### config.mk
export PLATFORM = sky130hd
export DESIGN_NAME = pipe_hazard_ctrl
export DESIGN_NICKNAME = d
export VERILOG_FILES = /design/src/rtl/pipe_hazard_ctrl.sv
export SDC_FILE = /design/constraint.sdc
export NUM_CORES = 1
export LEC_CHECK = 0
export BUFFER_PORTS_ARGS = -buffer_cell sky130_fd_sc_hd__buf_4
export CAP_MARGIN = 20
export CORE_UTILIZATION = 47
export CTS_CLUSTER_SIZE = 10
export DETAILED_ROUTE_END_ITERATION = 8
export PLACE_DENSITY_LB_ADDON = 0.08
export SLEW_MARGIN = 20
export SYNTH_ARGS = -nofsm -noshare
export SYNTH_HDL_FRONTEND = slang
export SYNTH_SLANG_ARGS = --single-unit
### constraint.sdc
create_clock -name clk -period 1.7 [get_ports clk]
set_input_delay 0 -clock clk [delete_from_list [all_inputs] [get_ports clk]]
set_output_delay 0 -clock clk [all_outputs]
set_load 0.02 [all_outputs]
### src/rtl/pipe_hazard_ctrl.sv
// Pipeline hazard controller for the 5-stage core: load-use stalls, multi-cycle EX wait,
// taken-branch flushes, EX/MEM + MEM/WB operand forwarding and saturating stall/flush counters.
module pipe_hazard_ctrl #(
    parameter int REG_AW         = 5,
    parameter int LOAD_STALLS    = 1,
    parameter int BR_FLUSH_DEPTH = 3,
    parameter int CNT_W          = 16
) (
    input  logic              clk,
    input  logic              rst_n,
    input  logic [REG_AW-1:0] id_rs1,
    input  logic [REG_AW-1:0] id_rs2,
    input  logic              id_use_rs1,
    input  logic              id_use_rs2,
    input  logic [REG_AW-1:0] ex_rd,
    input  logic              ex_mem_read,
    input  logic              ex_mc_start,
    input  logic              ex_mc_done,
    input  logic [REG_AW-1:0] mem_rd,
    input  logic              mem_reg_write,
    input  logic [REG_AW-1:0] wb_rd,
    input  logic              wb_reg_write,
    input  logic              br_taken,
    output logic              pc_write,
    output logic              if_id_write,
    output logic              id_ex_bubble,
    output logic              ex_hold,
    output logic              flush_if_id,
    output logic              flush_id_ex,
    output logic              flush_ex_mem,
    output logic [1:0]        fwd_a,
    output logic [1:0]        fwd_b,
    output logic [CNT_W-1:0]  stall_cnt,
    output logic [CNT_W-1:0]  flush_cnt,
    output logic [1:0]        state
);

    typedef enum logic [1:0] {
        ST_RUN        = 2'b00,
        ST_LOAD_STALL = 2'b01,
        ST_MC_WAIT    = 2'b10
    } state_t;

    localparam int                CTR_W      = 3;
    localparam logic [CTR_W-1:0]  STALL_INIT = CTR_W'(LOAD_STALLS - 1);
    localparam logic [CNT_W-1:0]  CNT_MAX    = {CNT_W{1'b1}};
    localparam logic [CNT_W-1:0]  CNT_ONE    = {{(CNT_W-1){1'b0}}, 1'b1};
    localparam logic [REG_AW-1:0] REG_ZERO   = {REG_AW{1'b0}};
    localparam logic              FLUSH_IDEX = (BR_FLUSH_DEPTH >= 2);
    localparam logic              FLUSH_EXMM = (BR_FLUSH_DEPTH >= 3);

    state_t              r_state;
    logic [CTR_W-1:0]    r_stall_ctr;
    logic [CNT_W-1:0]    r_stall_cnt;
    logic [CNT_W-1:0]    r_flush_cnt;
    logic [REG_AW-1:0]   r_ex_rs1;
    logic [REG_AW-1:0]   r_ex_rs2;

    state_t              w_nxt_state;
    logic [CTR_W-1:0]    w_nxt_ctr;
    logic                w_load_use;
    logic                w_pc_write;
    logic                w_if_id_write;
    logic                w_bubble;
    logic                w_hold;
    logic                w_flush_if_id;
    logic                w_flush_id_ex;
    logic                w_flush_ex_mem;
    logic [1:0]          w_fwd_a;
    logic [1:0]          w_fwd_b;

    assign w_load_use = ex_mem_read && (ex_rd != REG_ZERO) &&
                        ((id_use_rs1 && (id_rs1 == ex_rd)) ||
                         (id_use_rs2 && (id_rs2 == ex_rd)));

    // Next-state and pipeline-control decode; reset > branch > multi-cycle > load-use.
    always_comb begin
        w_nxt_state    = r_state;
        w_nxt_ctr      = r_stall_ctr;
        w_pc_write     = 1'b1;
        w_if_id_write  = 1'b1;
        w_bubble       = 1'b0;
        w_hold         = 1'b0;
        w_flush_if_id  = 1'b0;
        w_flush_id_ex  = 1'b0;
        w_flush_ex_mem = 1'b0;
        if (!rst_n) begin
            w_pc_write     = 1'b0;
            w_if_id_write  = 1'b0;
            w_bubble       = 1'b1;
            w_flush_if_id  = 1'b1;
            w_flush_id_ex  = 1'b1;
            w_flush_ex_mem = 1'b1;
            w_nxt_state    = ST_RUN;
            w_nxt_ctr      = {CTR_W{1'b0}};
        end else if (br_taken) begin
            w_flush_if_id  = 1'b1;
            w_flush_id_ex  = FLUSH_IDEX;
            w_flush_ex_mem = FLUSH_EXMM;
            w_nxt_state    = ST_RUN;
            w_nxt_ctr      = {CTR_W{1'b0}};
        end else begin
            case (r_state)
                ST_RUN: begin
                    if (ex_mc_start && !ex_mc_done) begin
                        w_hold        = 1'b1;
                        w_pc_write    = 1'b0;
                        w_if_id_write = 1'b0;
                        w_nxt_state   = ST_MC_WAIT;
                    end else if (w_load_use) begin
                        w_pc_write    = 1'b0;
                        w_if_id_write = 1'b0;
                        w_bubble      = 1'b1;
                        if (LOAD_STALLS > 1) begin
                            w_nxt_state = ST_LOAD_STALL;
                            w_nxt_ctr   = STALL_INIT;
                        end else begin
                            w_nxt_state = ST_RUN;
                        end
                    end else begin
                        w_nxt_state = ST_RUN;
                    end
                end
                ST_LOAD_STALL: begin
                    w_pc_write    = 1'b0;
                    w_if_id_write = 1'b0;
                    w_bubble      = 1'b1;
                    if (r_stall_ctr <= 3'd1) begin
                        w_nxt_state = ST_RUN;
                        w_nxt_ctr   = {CTR_W{1'b0}};
                    end else begin
                        w_nxt_ctr   = r_stall_ctr - 3'd1;
                    end
                end
                ST_MC_WAIT: begin
                    if (ex_mc_done) begin
                        w_nxt_state = ST_RUN;
                    end else begin
                        w_hold        = 1'b1;
                        w_pc_write    = 1'b0;
                        w_if_id_write = 1'b0;
                    end
                end
                default: begin
                    w_nxt_state = ST_RUN;
                    w_nxt_ctr   = {CTR_W{1'b0}};
                end
            endcase
        end
    end

    // Operand forward selects; the EX/MEM result is the younger value so it wins over MEM/WB.
    always_comb begin
        w_fwd_a = 2'b00;
        w_fwd_b = 2'b00;
        if (!rst_n) begin
            w_fwd_a = 2'b00;
            w_fwd_b = 2'b00;
        end else begin
            if (mem_reg_write && (mem_rd != REG_ZERO) && (mem_rd == r_ex_rs1)) begin
                w_fwd_a = 2'b10;
            end else if (wb_reg_write && (wb_rd != REG_ZERO) && (wb_rd == r_ex_rs1)) begin
                w_fwd_a = 2'b01;
            end else begin
                w_fwd_a = 2'b00;
            end
            if (mem_reg_write && (mem_rd != REG_ZERO) && (mem_rd == r_ex_rs2)) begin
                w_fwd_b = 2'b10;
            end else if (wb_reg_write && (wb_rd != REG_ZERO) && (wb_rd == r_ex_rs2)) begin
                w_fwd_b = 2'b01;
            end else begin
                w_fwd_b = 2'b00;
            end
        end
    end

    // State, stall counter, perf counters and the ID/EX copy of the source registers.
    always_ff @(posedge clk) begin
        if (!rst_n) begin
            r_state     <= ST_RUN;
            r_stall_ctr <= {CTR_W{1'b0}};
            r_stall_cnt <= {CNT_W{1'b0}};
            r_flush_cnt <= {CNT_W{1'b0}};
            r_ex_rs1    <= REG_ZERO;
            r_ex_rs2    <= REG_ZERO;
        end else begin
            r_state     <= w_nxt_state;
            r_stall_ctr <= w_nxt_ctr;
            if (!w_pc_write && (r_stall_cnt != CNT_MAX)) begin
                r_stall_cnt <= r_stall_cnt + CNT_ONE;
            end
            if (br_taken && (r_flush_cnt != CNT_MAX)) begin
                r_flush_cnt <= r_flush_cnt + CNT_ONE;
            end
            // A bubble or flush leaves ID/EX empty, so nothing there may request forwarding.
            if (w_flush_id_ex || w_bubble) begin
                r_ex_rs1 <= REG_ZERO;
                r_ex_rs2 <= REG_ZERO;
            end else if (!w_hold) begin
                r_ex_rs1 <= id_rs1;
                r_ex_rs2 <= id_rs2;
            end
        end
    end

    assign pc_write     = w_pc_write;
    assign if_id_write  = w_if_id_write;
    assign id_ex_bubble = w_bubble;
    assign ex_hold      = w_hold;
    assign flush_if_id  = w_flush_if_id;
    assign flush_id_ex  = w_flush_id_ex;
    assign flush_ex_mem = w_flush_ex_mem;
    assign fwd_a        = w_fwd_a;
    assign fwd_b        = w_fwd_b;
    assign stall_cnt    = r_stall_cnt;
    assign flush_cnt    = r_flush_cnt;
    assign state        = r_state;

endmodule

==> summary.md <==
| Metric | Value |
|---|---|
| Outcome | `finished, final reports clean` |
| Area Overhead vs Synth | `48.85%` |
| Syn. warnings | `0` |
| Crit path DAT | `1.69 ns` |
| Area contributors post-synth | `dfxtp_1, mux2i_1, xnor2_1` |
| Initial antenna violation count | `0` |
| Max-cap violation count | `0` |
| # DRC | `0` |
| CTS Buf Count | `5` |
| Crit path from | `r_ex_rs1[4]$_SDFFE_PP0N_` |
| Initial DRC Count | `175` |
| CTS H-tree depth | `2` |
| Final number of setup-violating endpoints | `0` |
| FF-to-FF path depth | `6` |
| Worst VDD drop | `406.6 uV` |
| Worst flop-to-flop path startpoint | `state[1]$_SDFFE_PP0P_` |
| PwrDens | `545.8 nW/um^2` |
| Clock latency on the worst-skew pair | `0.30 ns` |
| Post-synth top flop | `dfxtp_1` |
| Number of antenna diodes | `0` |
| Synth Register Bits | `43` |
| Dpl cell area | `3461 um^2` |
| Crit path largest cell delay | `0.52 ns` |
| Worst setup endpoint | `fwd_a[0]` |
| Placeable Area | `5238 um^2` |
| GR Overflow Total | `0` |
| Total Power | `2127 uW` |
| Period utilization | `99.20%` |
| Unrepaired setup endpoints after global routing | `yes` |
| Final min period | `1.686 ns` |
| Rows | `26` |
| Worst Path Required | `1.70 ns` |
| Slowest cell on the critical path | `or4_4` |
| Post-DP HPWL | `4838 um` |
| Syn Inst Count | `295` |
| Layout cells sized above 1 | `43.88%` |
| CTS root buffer | `clkbuf_8` |
| Via/cell ratio | `5.226` |
| Sequential area share after synthesis | `32.89%` |
| Synth top area share | `32.89%` |
| Cell Chain, Critical Path | `xor2_1, or4_4, nor4_2, buf_4` |
| Mapped Nets | `332` |
| Max Freq | `0.5930 GHz` |
| Crit path max fanout | `3` |
| Setup WS pre-CTS | `-0.01495 ns` |
| Number of global-route vias before repair | `2433` |
| CP Capture Type | `output pin` |
| Final core utilization | `74.39%` |
| Count of flip-flops with a built-in enable after synthesis | `0` |
| Mean routed wirelength per cell | `14.40 um` |
| Vias | `2545` |
| Longest Clk Path Bufs | `2` |
| Die width | `76.63 um` |
| DRT Wirelength | `7012 um` |
| RePlAce Congestion | `0.8421` |
| Min setup slack post-route | `0.01360 ns` |
| Routed Antenna Nets | `0` |
| Design area | `3896 um^2` |
| Synth area leader | `dfxtp_1` |
| Final hold viol count | `0` |
| Die area | `5871 um^2` |
| Sink Count | `43` |
| Max-slew violation count | `0` |
| GRT Resource Usage Total | `23.89%` |
| Clock skew | `0.005025 ns` |
| CP Class | `reg2out` |
| Avg Inst Size Synth | `8.873 um^2` |
| R2r setup slk | `0.07 ns` |
| Hold path depth | `3` |
| Worst hold path type | `in2reg` |
| Synthesized area | `2618 um^2` |
| Die Height | `76.63 um` |
| Layout net count | `454` |
| I/O Buffers | `78` |
| Drt first pass iters | `4` |
| Clock slew at reported path FFs | `0.08 ns` |
| Netlist cell types | `46` |
| Global-route wire length before repair | `11270 um` |
| Largest net degree at the start of global routing | `26` |
| # IOs | `80` |
| Ys async rst share | `0%` |
| Initial Util | `49.98%` |
| Worst reg2reg path endpoint | `stall_cnt[14]$_SDFFE_PN0P_` |
| Crit start category | `flop` |
| CTS tree | `done` |
| Final hold slack | `0.02263 ns` |
| P_leak | `0.001673 uW` |
-- area by class of cell --
type,instances,area (um^2)
Fill cell,402,1341
Timing Repair Buffer,129,1022
Clock buffer,6,82.58
Clock inverter,1,5.005
Inverter,7,26.28
Tap cell,70,87.58
Sequential cell,43,889.6
Multi-Input combinational cell,231,1783
-- how the worst min path moves through the flow --
| stage | from | end |
|---|---|---|
| final | br_taken | flush_cnt[1]$_SDFFE_PN0P_ |
| after global routing | br_taken | flush_cnt[1]$_SDFFE_PN0P_ |
| after CTS | br_taken | flush_cnt[1]$_SDFFE_PN0P_ |
| after detailed placement | id_rs2[2] | r_ex_rs2[2]$_SDFFE_PP0N_ |
| after global placement | id_rs1[3] | r_ex_rs1[3]$_SDFFE_PP0N_ |
| after floorplan | id_rs1[0] | r_ex_rs1[0]$_SDFFE_PP0N_ |
-- synthesized netlist by cell type (3+ instances only) --
cell	count
o21ai_0	3
mux2i_1	23
nor3_1	3
a21oi_1	4
nand3_1	19
dfxtp_1	43
nand2_1	23
nor2_1	30
xor2_1	22
xnor2_1	22
buf_4	4
and3_1	7
nor4_1	5
a21oi_2	7
clkbuf_1	8
inv_1	6
nand4_1	6
o31ai_1	3
nand2b_1	14
or4_1	6
a211oi_1	3
-- critical path, delay by kind of cell (launching register included) --
family	cells	cell delay, ns
simple gates	2	0.69
flops	1	0.35
xor+xnor	1	0.16
buf+inv	1	0.19
-- layout by cell type, fill, tap and decap left out, types with 3 or more instances in the layout --
master	instances
o31ai_1	3
nand3_1	18
dfxtp_2	17
inv_1	6
xnor2_1	21
nand4_1	6
a21oi_1	4
nand2_1	23
nor2_1	29
dfxtp_1	24
nand2b_1	13
and3_1	7
a211oi_2	3
clkbuf_8	6
dlygate4sd3_1	10
a21oi_2	7
mux2i_1	23
or4_1	4
buf_4	116
nor3_1	3
xor2_1	22
nor4_2	3
-- per-stage QoR --
stage	setup TNS [ns]	std cells
floorplan	-0.009067	295
global placement	0	459
detailed placement	-0.01788	459
CTS	-0.03204	481
global route	-0.07412	487
finish	0	487
-- report_power, final --
group | total (uW) | leakage, uW | internal, uW | switching, uW
combinational | 417 | 0.00127 | 213 | 204
clock | 664 | 0.0000470 | 319 | 345
sequential | 1050 | 0.000358 | 1030 | 20.0
-- repair_timing --
action / CTS / global route
endpoints found under the setup margin: 8 / 30
buffers inserted: 5 / 5
pin swaps: 6 / 8
resized for setup: 12 / 17
gates cloned: 0 / 1
hold endpoints to repair: 10 / 0
hold buffers: 10 / 0
-- kinds of logic after synthesis --
family / synth area share (%)
flip-flops: 32.89
AND/OR/NAND/NOR: 27.72
XOR/XNOR: 14.72
adder cells (fa/ha/maj): 0.9559
AO/OA/AOI/OAI: 10.42
other: 0.1433
buffers and inverters: 4.350
multiplexers: 8.795
-- flip-flops by register name, summed over array words and instances, names as in the netlist --
name / cells
flush_cnt: 16
r_ex_rs1: 5
r_ex_rs2: 5
stall_cnt: 16
state: 1
-- per-layer routing --
layer | track usage (%) | wire [um] | vias to the layer above
met5 | 0 | 0 | -
met4 | 10.38 | 144 | 0
met3 | 5.269 | 266 | 12
met2 | 41.26 | 3588 | 57
met1 | 28.24 | 3012 | 1211
li1 | - | - | 1265
Note: power is estimated with default switching activity, not from simulation.
